## src/rtl/uart_tx_fifo.sv

```systemverilog
// Buffered UART transmitter: byte FIFO feeding an 8N1/parity/2-stop serializer; tx_o falls one edge after
// a write into an idle, empty block; wr_ack_o drops while the FIFO is full and the producer retries.
module uart_tx_fifo #(
  parameter int CLK_DIV    = 868,
  parameter int FIFO_DEPTH = 8,
  parameter int PARITY     = 0,
  parameter int STOP_BITS  = 1
) (
  input  logic                        clk_i,
  input  logic                        arst_n_i,
  input  logic                        wr_req_i,
  input  logic [7:0]                  wr_data_i,
  output logic                        wr_ack_o,
  output logic                        tx_o,
  output logic                        busy_o,
  output logic [$clog2(FIFO_DEPTH):0] fifo_cnt_o
);

  localparam int              AW          = $clog2(FIFO_DEPTH);
  localparam logic [AW:0]     DEPTH_C     = (AW + 1)'(FIFO_DEPTH);
  localparam logic [15:0]     BAUD_RELOAD = 16'(CLK_DIV - 1);
  localparam logic            ODD_PAR     = (PARITY == 2);
  localparam logic            HAS_PAR     = (PARITY != 0);
  localparam logic            TWO_STOP    = (STOP_BITS == 2);

  typedef enum logic [2:0] {
    S_IDLE,
    S_START,
    S_DATA,
    S_PAR,
    S_STOP
  } state_t;

  logic [7:0]    r_mem [FIFO_DEPTH];
  logic [AW-1:0] r_wptr;
  logic [AW-1:0] r_rptr;
  logic [AW:0]   r_cnt;

  state_t        r_state;
  logic [15:0]   r_baud;
  logic [2:0]    r_bit_idx;
  logic [7:0]    r_shreg;
  logic          r_par;
  logic          r_stop_idx;
  logic          r_tx;

  logic          w_full;
  logic          w_empty;
  logic          w_push;
  logic          w_pop;
  logic          w_bit_end;
  logic          w_last_stop;
  logic [7:0]    w_head;

  assign w_full      = (r_cnt == DEPTH_C);
  assign w_empty     = (r_cnt == '0);
  assign w_push      = wr_req_i && !w_full;
  assign w_bit_end   = (r_baud == 16'd0);
  assign w_last_stop = !TWO_STOP || r_stop_idx;
  assign w_head      = r_mem[r_rptr];

  // The pop decision is shared by the FIFO and the FSM so both always agree on it.
  assign w_pop = !w_empty &&
                 ((r_state == S_IDLE) ||
                  ((r_state == S_STOP) && w_bit_end && w_last_stop));

  assign wr_ack_o   = !w_full;
  assign tx_o       = r_tx;
  assign busy_o     = (r_state != S_IDLE) || !w_empty;
  assign fifo_cnt_o = r_cnt;

  always_ff @(posedge clk_i) begin
    if (w_push) begin
      r_mem[r_wptr] <= wr_data_i;
    end
  end

  always_ff @(posedge clk_i or negedge arst_n_i) begin
    if (!arst_n_i) begin
      r_wptr <= '0;
      r_rptr <= '0;
      r_cnt  <= '0;
    end else begin
      if (w_push) begin
        r_wptr <= r_wptr + 1'b1;
      end
      if (w_pop) begin
        r_rptr <= r_rptr + 1'b1;
      end
      if (w_push && !w_pop) begin
        r_cnt <= r_cnt + 1'b1;
      end else if (w_pop && !w_push) begin
        r_cnt <= r_cnt - 1'b1;
      end
    end
  end

  always_ff @(posedge clk_i or negedge arst_n_i) begin
    if (!arst_n_i) begin
      r_state    <= S_IDLE;
      r_baud     <= '0;
      r_bit_idx  <= '0;
      r_shreg    <= '0;
      r_par      <= 1'b0;
      r_stop_idx <= 1'b0;
      r_tx       <= 1'b1;
    end else begin
      case (r_state)
        S_IDLE: begin
          r_tx <= 1'b1;
          if (w_pop) begin
            r_shreg <= w_head;
            r_par   <= ^w_head;
            r_baud  <= BAUD_RELOAD;
            r_tx    <= 1'b0;
            r_state <= S_START;
          end
        end

        S_START: begin
          if (w_bit_end) begin
            r_baud    <= BAUD_RELOAD;
            r_bit_idx <= 3'd0;
            r_tx      <= r_shreg[0];
            r_state   <= S_DATA;
          end else begin
            r_baud <= r_baud - 16'd1;
          end
        end

        S_DATA: begin
          if (w_bit_end) begin
            r_baud <= BAUD_RELOAD;
            if (r_bit_idx == 3'd7) begin
              if (HAS_PAR) begin
                r_tx    <= r_par ^ ODD_PAR;
                r_state <= S_PAR;
              end else begin
                r_tx       <= 1'b1;
                r_stop_idx <= 1'b0;
                r_state    <= S_STOP;
              end
            end else begin
              r_shreg   <= r_shreg >> 1;
              r_tx      <= r_shreg[1];
              r_bit_idx <= r_bit_idx + 3'd1;
            end
          end else begin
            r_baud <= r_baud - 16'd1;
          end
        end

        S_PAR: begin
          if (w_bit_end) begin
            r_baud     <= BAUD_RELOAD;
            r_tx       <= 1'b1;
            r_stop_idx <= 1'b0;
            r_state    <= S_STOP;
          end else begin
            r_baud <= r_baud - 16'd1;
          end
        end

        S_STOP: begin
          if (w_bit_end) begin
            r_baud <= BAUD_RELOAD;
            if (!w_last_stop) begin
              r_stop_idx <= 1'b1;
            end else if (w_pop) begin
              // Chain straight into the next start bit so frames stay gapless.
              r_shreg <= w_head;
              r_par   <= ^w_head;
              r_tx    <= 1'b0;
              r_state <= S_START;
            end else begin
              r_tx    <= 1'b1;
              r_state <= S_IDLE;
            end
          end else begin
            r_baud <= r_baud - 16'd1;
          end
        end

        default: begin
          r_tx    <= 1'b1;
          r_state <= S_IDLE;
        end
      endcase
    end
  end

endmodule

```

## config.mk

```make
export PLATFORM = sky130hd
export DESIGN_NAME = uart_tx_fifo
export DESIGN_NICKNAME = d
export VERILOG_FILES = /design/src/rtl/uart_tx_fifo.sv
export SDC_FILE = /design/constraint.sdc
export NUM_CORES = 1
export LEC_CHECK = 0
export BUFFER_PORTS_ARGS = -buffer_cell sky130_fd_sc_hd__buf_2
export CAP_MARGIN = 20
export CELL_PAD_IN_SITES_DETAIL_PLACEMENT = 1
export CELL_PAD_IN_SITES_GLOBAL_PLACEMENT = 2
export CORE_UTILIZATION = 44
export DETAILED_ROUTE_END_ITERATION = 8
export PLACE_DENSITY_LB_ADDON = 0.15
export SETUP_SLACK_MARGIN = 0.1
export SYNTH_ARGS = -nofsm -noshare
export SYNTH_HDL_FRONTEND = slang
export SYNTH_SLANG_ARGS = --single-unit
```

## constraint.sdc

```tcl
create_clock -name clk_i -period 3.2 [get_ports clk_i]
set_input_delay 0.8 -clock clk_i [delete_from_list [all_inputs] [get_ports clk_i]]
set_output_delay 0.8 -clock clk_i [all_outputs]
set_load 0.01 [all_outputs]
```

* Yosys cells after proc, flatten, opt, wreduce, memory -nomap -nowiden
Memory sizes are Yosys's and may differ from the RTL's.
Index checks and enable logic that the tools add are counted.
** Word-level totals
- Bits in registers :: 41
- Bits in writable memories :: 64
- Input port bits :: 11
- Memories kept :: 1
** Memories
- r_mem :: words 8, bits a word 8, read ports 1, clocked after Yosys merged registers in 0, wr ports 1, line 34 : logic [7:0] r_mem [FIFO_DEPTH];
** Cells by class
- Add/subtract/negate cells :: 6
- Equality and inequality tests :: 13
- Multiplexer cells :: 31
- Reduce and logical (&&, ||, !) cells :: 25
** Operators by type and width (count)
- $mux W16 :: 2
- $mux W8 :: 4
- $pmux W16 S2 :: 1
- $mux W3 :: 9
- $pmux W8 S3 :: 1
- $logic_not A16 Y1 :: 1
- $sub A16 B1 Y16 const B :: 1
- $pmux W3 S5 :: 1
- $ne A2 B2 Y1 const B :: 7
- $reduce_and A4 Y1 :: 3
- $add A3 B1 Y3 const B :: 3
- $mux W1 :: 9
- $mux W4 :: 2
- $eq A3 B2 Y1 const B :: 2
- $eq A3 B3 Y1 const B :: 2
- $pmux W3 S2 :: 1
- $reduce_and A6 Y1 :: 1
- $reduce_bool A2 Y1 :: 3
- $reduce_bool A3 Y1 :: 2
- $logic_and A1 B1 Y1 :: 5
- $pmux W1 S5 :: 1
- $add A4 B1 Y4 const B :: 1
- $eq A4 B4 Y1 const B :: 1
- $logic_not A1 Y1 :: 4
- 7 further kinds :: 8

* Depth between registers and ports, before layout
Gate-level depths: netlist (run 1).
- Depth in word-level cells :: 7
- Gate-level depth with buffers :: 15
- Mapped depth without buffers :: 14

* Worst setup path after synthesis (run 1)
OpenSTA, ideal clock, no wires.
- Path type :: flip-flop to flip-flop
- From :: register r_baud[0]
- To :: register r_cnt[3], in the netlist fifo_cnt_o[3]
- Setup time :: 127 ps
- Arrival time :: 2687 ps
- Data required time :: 3073 ps
- Path slack :: 386 ps
- Cell stages (with the launch flop) :: 16
- Path buffers :: 1
- Cells stage by stage :: dfrtp_1 clkbuf_1 inv_1 ha_1 nor2b_1 nand4_1 o21ai_1 nand2_1 ha_1 inv_1 ha_1 a21o_1 a21oi_1 xnor2_1 nor2_1 xor2_1
** On the way
- Word-level cells in the longest chain between the ends :: 7
** Ends and longest elaborated chain
- start, declared :: line 40 : logic [15:0] r_baud;
- start signal, assigned :: line 127 : r_baud <= r_baud - 16'd1;
- start signal, assigned :: line 149 : r_baud <= r_baud - 16'd1;
- start signal, assigned :: line 160 : r_baud <= r_baud - 16'd1;
- $logic_not A16 Y1 (*) :: line 58 : assign w_bit_end = (r_baud == 16'd0);
- $logic_and A1 B1 Y1 (*) :: line 65 : ((r_state == S_STOP) && w_bit_end && w_last_stop));
- $logic_or A1 B1 Y1 (*) :: line 64 : ((r_state == S_IDLE) ||
- $logic_and A1 B1 Y1 (*) :: line 63 : assign w_pop = !w_empty &&
- $logic_not A1 Y1 :: line 90 : if (w_push && !w_pop) begin
- $logic_and A1 B1 Y1 :: line 90
- $mux W4 or $reduce_bool A2 Y1 (tied branches)
- end signal, assigned :: line 91 : r_cnt <= r_cnt + 1'b1;
- end signal, assigned :: line 93 : r_cnt <= r_cnt - 1'b1;
- end, declared :: line 37 : logic [AW:0] r_cnt;
Every way passes the cells marked *; elsewhere a longest branch is shown, timed or not.
A chain may end at the register's enable or synchronous reset.

* Worst setup path in the final report (run 1)
- From :: register r_baud[12]
- To :: register r_cnt[3], in the netlist fifo_cnt_o[3]
Same word-level chain as after synthesis.

==> flow_summary.json, run 1 <==
{
  "grt_use_total_pct": 18.5,
  "cpMostUsedCell": "ha_1",
  "layout.cells.non_filler": 497,
  "slew-limit-headroom_pct": 35.3,
  "ys_seq_area_share_pct": 62.9,
  "finClkSkew_ns": 0.00830,
  "die_height_um": 105,
  "h-tree-depth": 3,
  "setup_tns_ns": 0,
  "synth_cell_types": 58,
  "grt_max_degree": 42,
  "place_inst": 478,
  "power_density_mw_per_mm2": 584,
  "routed_via_density": 5.61,
  "ys_warn_count": 0,
  "fin_crit_sh_pct": 89.4,
  "final.min_clock_period_ns": 2.86,
  "hp-start": "r_shreg[5]",
  "synthArstFlopShare_pct": 39.0,
  "routed_wl_um": 9380,
  "cts_tree": "yes",
  "cp_num_buf_inv": 1,
  "leakagePower_uw": 0.00193,
  "synth-seq-cells": 105,
  "slowest_stage": "or4_1",
  "tightest_slew_ns": 0.971,
  "numCtsBuffers": 9,
  "synth_edf_count": 64,
  "drive_gt1_share_pct": 22.7,
  "finalHoldViolCount": 0,
  "irDropWorstVdd_mv": 0.350,
  "nets": 376,
  "rsz0062_at_grt": "false",
  "slew_violations": 0,
  "critPathMaxFanout": 6,
  "rows": 37,
  "wl_per_cell_um": 18.9,
  "path_class": "flop to flop",
  "areaGrowthSynthToFinish_pct": 11.4,
  "synth_cells": 329,
  "worst_hold_slack_ns": 0.501,
  "drtPass1Iterations": 4,
  "via_count": 2789,
  "clock_path_buffers": 2,
  "drt-initial-drc-count": 78,
  "fmax_mhz": 350,
  "final_common_cell": "edfxtp_1",
  "drtAntennaViolNets": 0,
  "final_util_pct": 50.6,
  "syn-cell-area_mm2": 0.00469,
  "fin_area_mm2": 0.00522,
  "numPortBuffers": 17,
  "hold_path.class": "flop to flop",
  "ios": 18,
  "avgSynthCellArea_um2": 14.2,
  "gp_congestion": 0.723,
  "path_delay_family": "simple AND/OR/NAND/NOR gates",
  "worstReg2RegStart": "r_baud[12]",
  "root_buffer": "clkbuf_8",
  "hpwlAfterDp_um": 6380,
  "die_area_mm2": 0.0111,
  "grt_pass1_vias": 2997,
  "post_dp_cell_area_mm2": 0.00496,
  "grt.overflow.total": 0,
  "outcome": "completed",
  "setup_viol_count_final": 0,
  "die_x_um": 105,
  "required_ns": 3.46,
  "worstPathCellList": "or4_1 > o21ai_2 > nand2_2 > ha_1 > inv_1 > ha_1 > a21o_1 > a21oi_1 > xnor2_1 > nor2_1 > xor2_1",
  "crit_arrival_ns": 3.12,
  "critPathCaptureType": "flop",
  "cts_num_sinks": 105,
  "grt_pass1_wl_um": 15400,
  "cts_hold_buf": 0,
  "final_cell_mix": "edfxtp_1 (64), dfrtp_1 (39), nand2_1 (26)",
  "start_util_pct": 45.4,
  "clkSlewWorstSetupHoldPaths_ns": 0.10,
  "max_cap_viol_count": 0,
  "num_antenna_cells": 0,
  "synth-main-ff-cell": "edfxtp_1",
  "startpoint": "r_baud[12]",
  "core_area_mm2": 0.0103,
  "antenna_found_initial": 0,
  "synthesis.nets": 349,
  "drc": 0,
  "max_stage_delay_ns": 0.64,
  "crit_path_start_kind": "flop",
  "clkLatencyLatePin_ns": 0.37
}
## kinds of logic after synthesis
group                      share of synthesized area [%]
buffers and inverters                               2.16
DFF                                                 62.9
xor gates and xnor gates                            1.49
AOI/OAI and AO/OA                                   7.50
and+or+nand+nor                                     11.0
adders and majority gates                           2.56
muxes                                               12.3
## area by class of cell
| class | count | area [um^2] |
|---|---|---|
| Fill cell | 1039 | 5100 |
| Sequential cell | 105 | 2950 |
| Multi-Input combinational cell | 203 | 1660 |
| Timing Repair Buffer | 32 | 205 |
| Tap cell | 136 | 170 |
| Clock buffer | 9 | 124 |
| Clock inverter | 7 | 96.3 |
| Inverter | 5 | 18.8 |
## cell usage after synthesis (2+ instances only)
cell | count | share of area, %
nand2b_1 | 3 | 0.40
a22o_1 | 4 | 0.75
mux4_2 | 16 | 7.7
nor4_4 | 2 | 0.91
edfxtp_1 | 64 | 41
o21ai_0 | 18 | 1.9
or4_1 | 3 | 0.48
buf_4 | 2 | 0.32
nor3b_1 | 3 | 0.48
nand3_1 | 4 | 0.43
a21oi_1 | 11 | 1.2
nor4_1 | 2 | 0.27
xnor2_1 | 7 | 1.3
nor2_1 | 13 | 1.0
buf_2 | 6 | 0.64
mux2i_1 | 9 | 1.9
nand2_1 | 27 | 2.2
and2_1 | 4 | 0.53
dfrtp_1 | 40 | 21
or3_1 | 4 | 0.53
inv_1 | 5 | 0.40
o21ai_1 | 11 | 1.2
mux2_1 | 9 | 2.2
clkbuf_1 | 7 | 0.56
a31oi_1 | 4 | 0.53
ha_1 | 8 | 2.1
nor3_1 | 12 | 1.3
## timing repair
action | 4_1_cts | 5_1_grt
cloned | 0 | 0
setup endpoints to repair | 1 | 1
resized for setup | 1 | 3
buffers inserted | 0 | 2
pin swaps | 0 | 1
## worst register-to-register path, cell delays in order (launching register included)
cell and delay (ns):
dfrtp_1 0.47, or4_1 0.64, o21ai_2 0.24, nand2_2 0.12
ha_1 0.23, inv_1 0.12, ha_1 0.24, a21o_1 0.17
a21oi_1 0.17, xnor2_1 0.14, nor2_1 0.07, xor2_1 0.14
## report_power, final
part	internal, uW	total, uW	switching [uW]	leakage [uW]
logic	200	443	243	0.000741
registers	1610	1720	111	0.00107
clock network	389	891	502	0.000114
total	2200	3050	856	0.00193
## registers in the layout (all words and copies together), names as in the netlist
register,cells
fifo_cnt_o,4
r_baud,16
r_bit_idx,3
r_state,3
tx_o,1
r_wptr,3
r_shreg,8
r_rptr,3
r_mem,64
## metal layers
| metal | global-route usage (%) | routed length, um | vias up |
|---|---|---|---|
| met5 | 0 | 0 | - |
| met4 | 5.73 | 109 | 0 |
| met3 | 3.77 | 267 | 11 |
| met2 | 31.0 | 4690 | 33 |
| met1 | 24.2 | 4310 | 1434 |
| li1 | - | - | 1311 |
## stage by stage
| step | power [uW] | setup WS, ns |
|---|---|---|
| 4_1_cts | 3100 | 0.161 |
| 3_5_place_dp | 2210 | 0.119 |
| 2_1_floorplan | 2000 | 0.386 |
| 6_report | 3050 | 0.340 |
| 5_1_grt | 3200 | 0.124 |
| 3_3_place_gp | 2180 | 0.288 |
## final timing paths
kind | slack [ns] | end | depth (start not counted)
worst max-delay path | 0.34 | fifo_cnt_o[3] | 11
worst min-delay path | 0.50 | r_shreg[5] | 1
worst max register to register | 0.34 | fifo_cnt_o[3] | 11
worst min register to register | 0.50 | r_shreg[5] | 1
max in group asynchronous | 1.97 | r_baud[0] | 1
min in group asynchronous | 0.58 | r_baud[9] | 1
No activity file was read; power rests on OpenSTA's default activity.
==> run 2, diff against run 1 <==
==> constraint.sdc (replaced) <==
create_clock -name clk_i -period 3.2 [get_ports clk_i]
set_input_delay 0.64 -clock clk_i [delete_from_list [all_inputs] [get_ports clk_i]]
set_output_delay 0.64 -clock clk_i [all_outputs]
set_load 0.01 [all_outputs]
==> flow_summary.json, run 2 (same netlist as run 1, synthesis figures left out) <==
{
  "rows": 37,
  "ff2ff_path_depth": 11,
  "met1_length_um": 4460,
  "grt_pass1_vias": 2851,
  "final.min_clock_period_ns": 2.92,
  "drive_gt1_share_pct": 21.9,
  "setup_tns_ns": 0,
  "die_x_um": 105,
  "num_antenna_cells": 0,
  "grt_use_total_pct": 18.3,
  "largest_reg_flops": 64,
  "grt.overflow.total": 0,
  "cts_hold_buf": 0,
  "start_util_pct": 45.4,
  "path_delay_family": "simple AND/OR/NAND/NOR gates",
  "final_cell_mix": "edfxtp_1 (64), dfrtp_1 (40), nand2_1 (27)",
  "slew_violations": 0,
  "worst_hold_slack_ns": 0.0544,
  "irDropWorstVdd_mv": 0.331,
  "final_common_cell": "edfxtp_1",
  "timing.rr.end": "fifo_cnt_o[3]",
  "cpMostUsedCell": "ha_1",
  "die_area_mm2": 0.0111,
  "drt-initial-drc-count": 160,
  "worstPathCellList": "or4_1 > and2_1 > nand2_1 > ha_1 > inv_1 > ha_1 > a21o_1 > a21oi_1 > xnor2_1 > nor2_1 > xor2_1",
  "routed_via_density": 5.58,
  "power_density_mw_per_mm2": 571,
  "cp_num_buf_inv": 1,
  "core_area_mm2": 0.0103,
  "fin_crit_sh_pct": 91.3,
  "antenna_found_initial": 0,
  "top_register": "r_mem",
  "clkLatencyLatePin_ns": 0.37,
  "outcome": "completed",
  "via_count": 2774,
  "finClkSkew_ns": 0.0122,
  "die_height_um": 105,
  "crit_arrival_ns": 3.19,
  "numPortBuffers": 17,
  "drtAntennaViolNets": 0,
  "worst-r2r-setup-slack_ns": 0.28,
  "setup_viol_count_final": 0,
  "routed_wl_um": 9330,
  "hold_path.class": "input pin to async pin",
  "tightest_slew_ns": 0.790,
  "wl_met2_um": 4560,
  "critPathMaxFanout": 6,
  "grt_pass1_wl_um": 15200,
  "slowest_stage": "or4_1",
  "rsz0062_at_grt": "false",
  "dr.max_layer_used": "met4",
  "finalHoldViolCount": 0,
  "required_ns": 3.46,
  "nets": 376,
  "areaGrowthSynthToFinish_pct": 11.0,
  "max_stage_delay_ns": 0.66,
  "grt_max_degree": 42,
  "wl_per_cell_um": 18.8,
  "slew-limit-headroom_pct": 47.3,
  "gp_congestion": 0.705,
  "crit_path_start_kind": "flop",
  "ios": 18,
  "routed-wl-met3_um": 201,
  "cts_tree": "yes",
  "reg.largest.list": "r_mem (64), r_baud (16), r_shreg (8)",
  "leakagePower_uw": 0.00192,
  "root_buffer": "clkbuf_8",
  "hpwlAfterDp_um": 6360,
  "drc": 0,
  "drtPass1Iterations": 4,
  "path_class": "flop to flop",
  "h-tree-depth": 3,
  "worstReg2RegStart": "fifo_cnt_o[0]",
  "numCtsBuffers": 9,
  "clock_path_buffers": 2,
  "fmax_mhz": 342,
  "critPathCaptureType": "flop",
  "clkSlewWorstSetupHoldPaths_ns": 0.11,
  "cts_num_sinks": 105,
  "max_cap_viol_count": 0
}
[run 2: how the worst max path moves through the flow]
| stage | from | end | slack, ns | cells after the start |
|---|---|---|---|---|
| 2_1_floorplan | r_baud[0] | fifo_cnt_o[3] | 0.39 | 15 |
| 3_3_place_gp | r_baud[0] | fifo_cnt_o[3] | 0.29 | 14 |
| 3_5_place_dp | r_baud[0] | fifo_cnt_o[3] | 0.18 | 14 |
| 4_1_cts | r_baud[0] | fifo_cnt_o[3] | 0.17 | 14 |
| 5_1_grt | fifo_cnt_o[0] | fifo_cnt_o[3] | 0.14 | 11 |
| 6_report | fifo_cnt_o[0] | fifo_cnt_o[3] | 0.28 | 11 |
[run 2: layout make-up]
cell class / instances / area [um^2]
inverters: 5 / 18.8
multi-input cells: 203 / 1660
repair buffers: 32 / 218
fillers: 1046 / 5120
well taps: 136 / 170
flip-flops and latches: 105 / 2950
clock inverters: 7 / 68.8
clock buffers: 9 / 124
[run 2: metal layers]
metal / global-route usage (%) / up-vias
met5: 0 / -
met4: 5.13 / 0
met3: 3.53 / 11
met2: 29.7 / 28
met1: 25.2 / 1425
li1: - / 1310
[run 2: power by group]
group	leakage, uW	internal (uW)	switching [uW]
sequential	0.00108	1610	115
clock	0.0000980	304	498
combinational	0.000746	204	243
total	0.00192	2120	856
[run 2: repair_timing]
item                                    in CTS  in global routing
setup buffers                                0                  1
resized for setup                            0                  2
endpoints found under the setup margin       0                  1
[run 2: metrics by stage]
stage | instances | cell area [um^2] | total power [uW] | setup slack, ns | util, %
after floorplan | 329 | 4690 | 2000 | 0.386 | -
after global placement | 477 | 4960 | 2180 | 0.289 | 48.0
after detailed placement | 478 | 4960 | 2210 | 0.177 | 48.1
after CTS | 494 | 5160 | 3020 | 0.166 | 49.9
after global routing | 497 | 5200 | 3120 | 0.143 | 50.4
final | 497 | 5200 | 2970 | 0.278 | 50.4
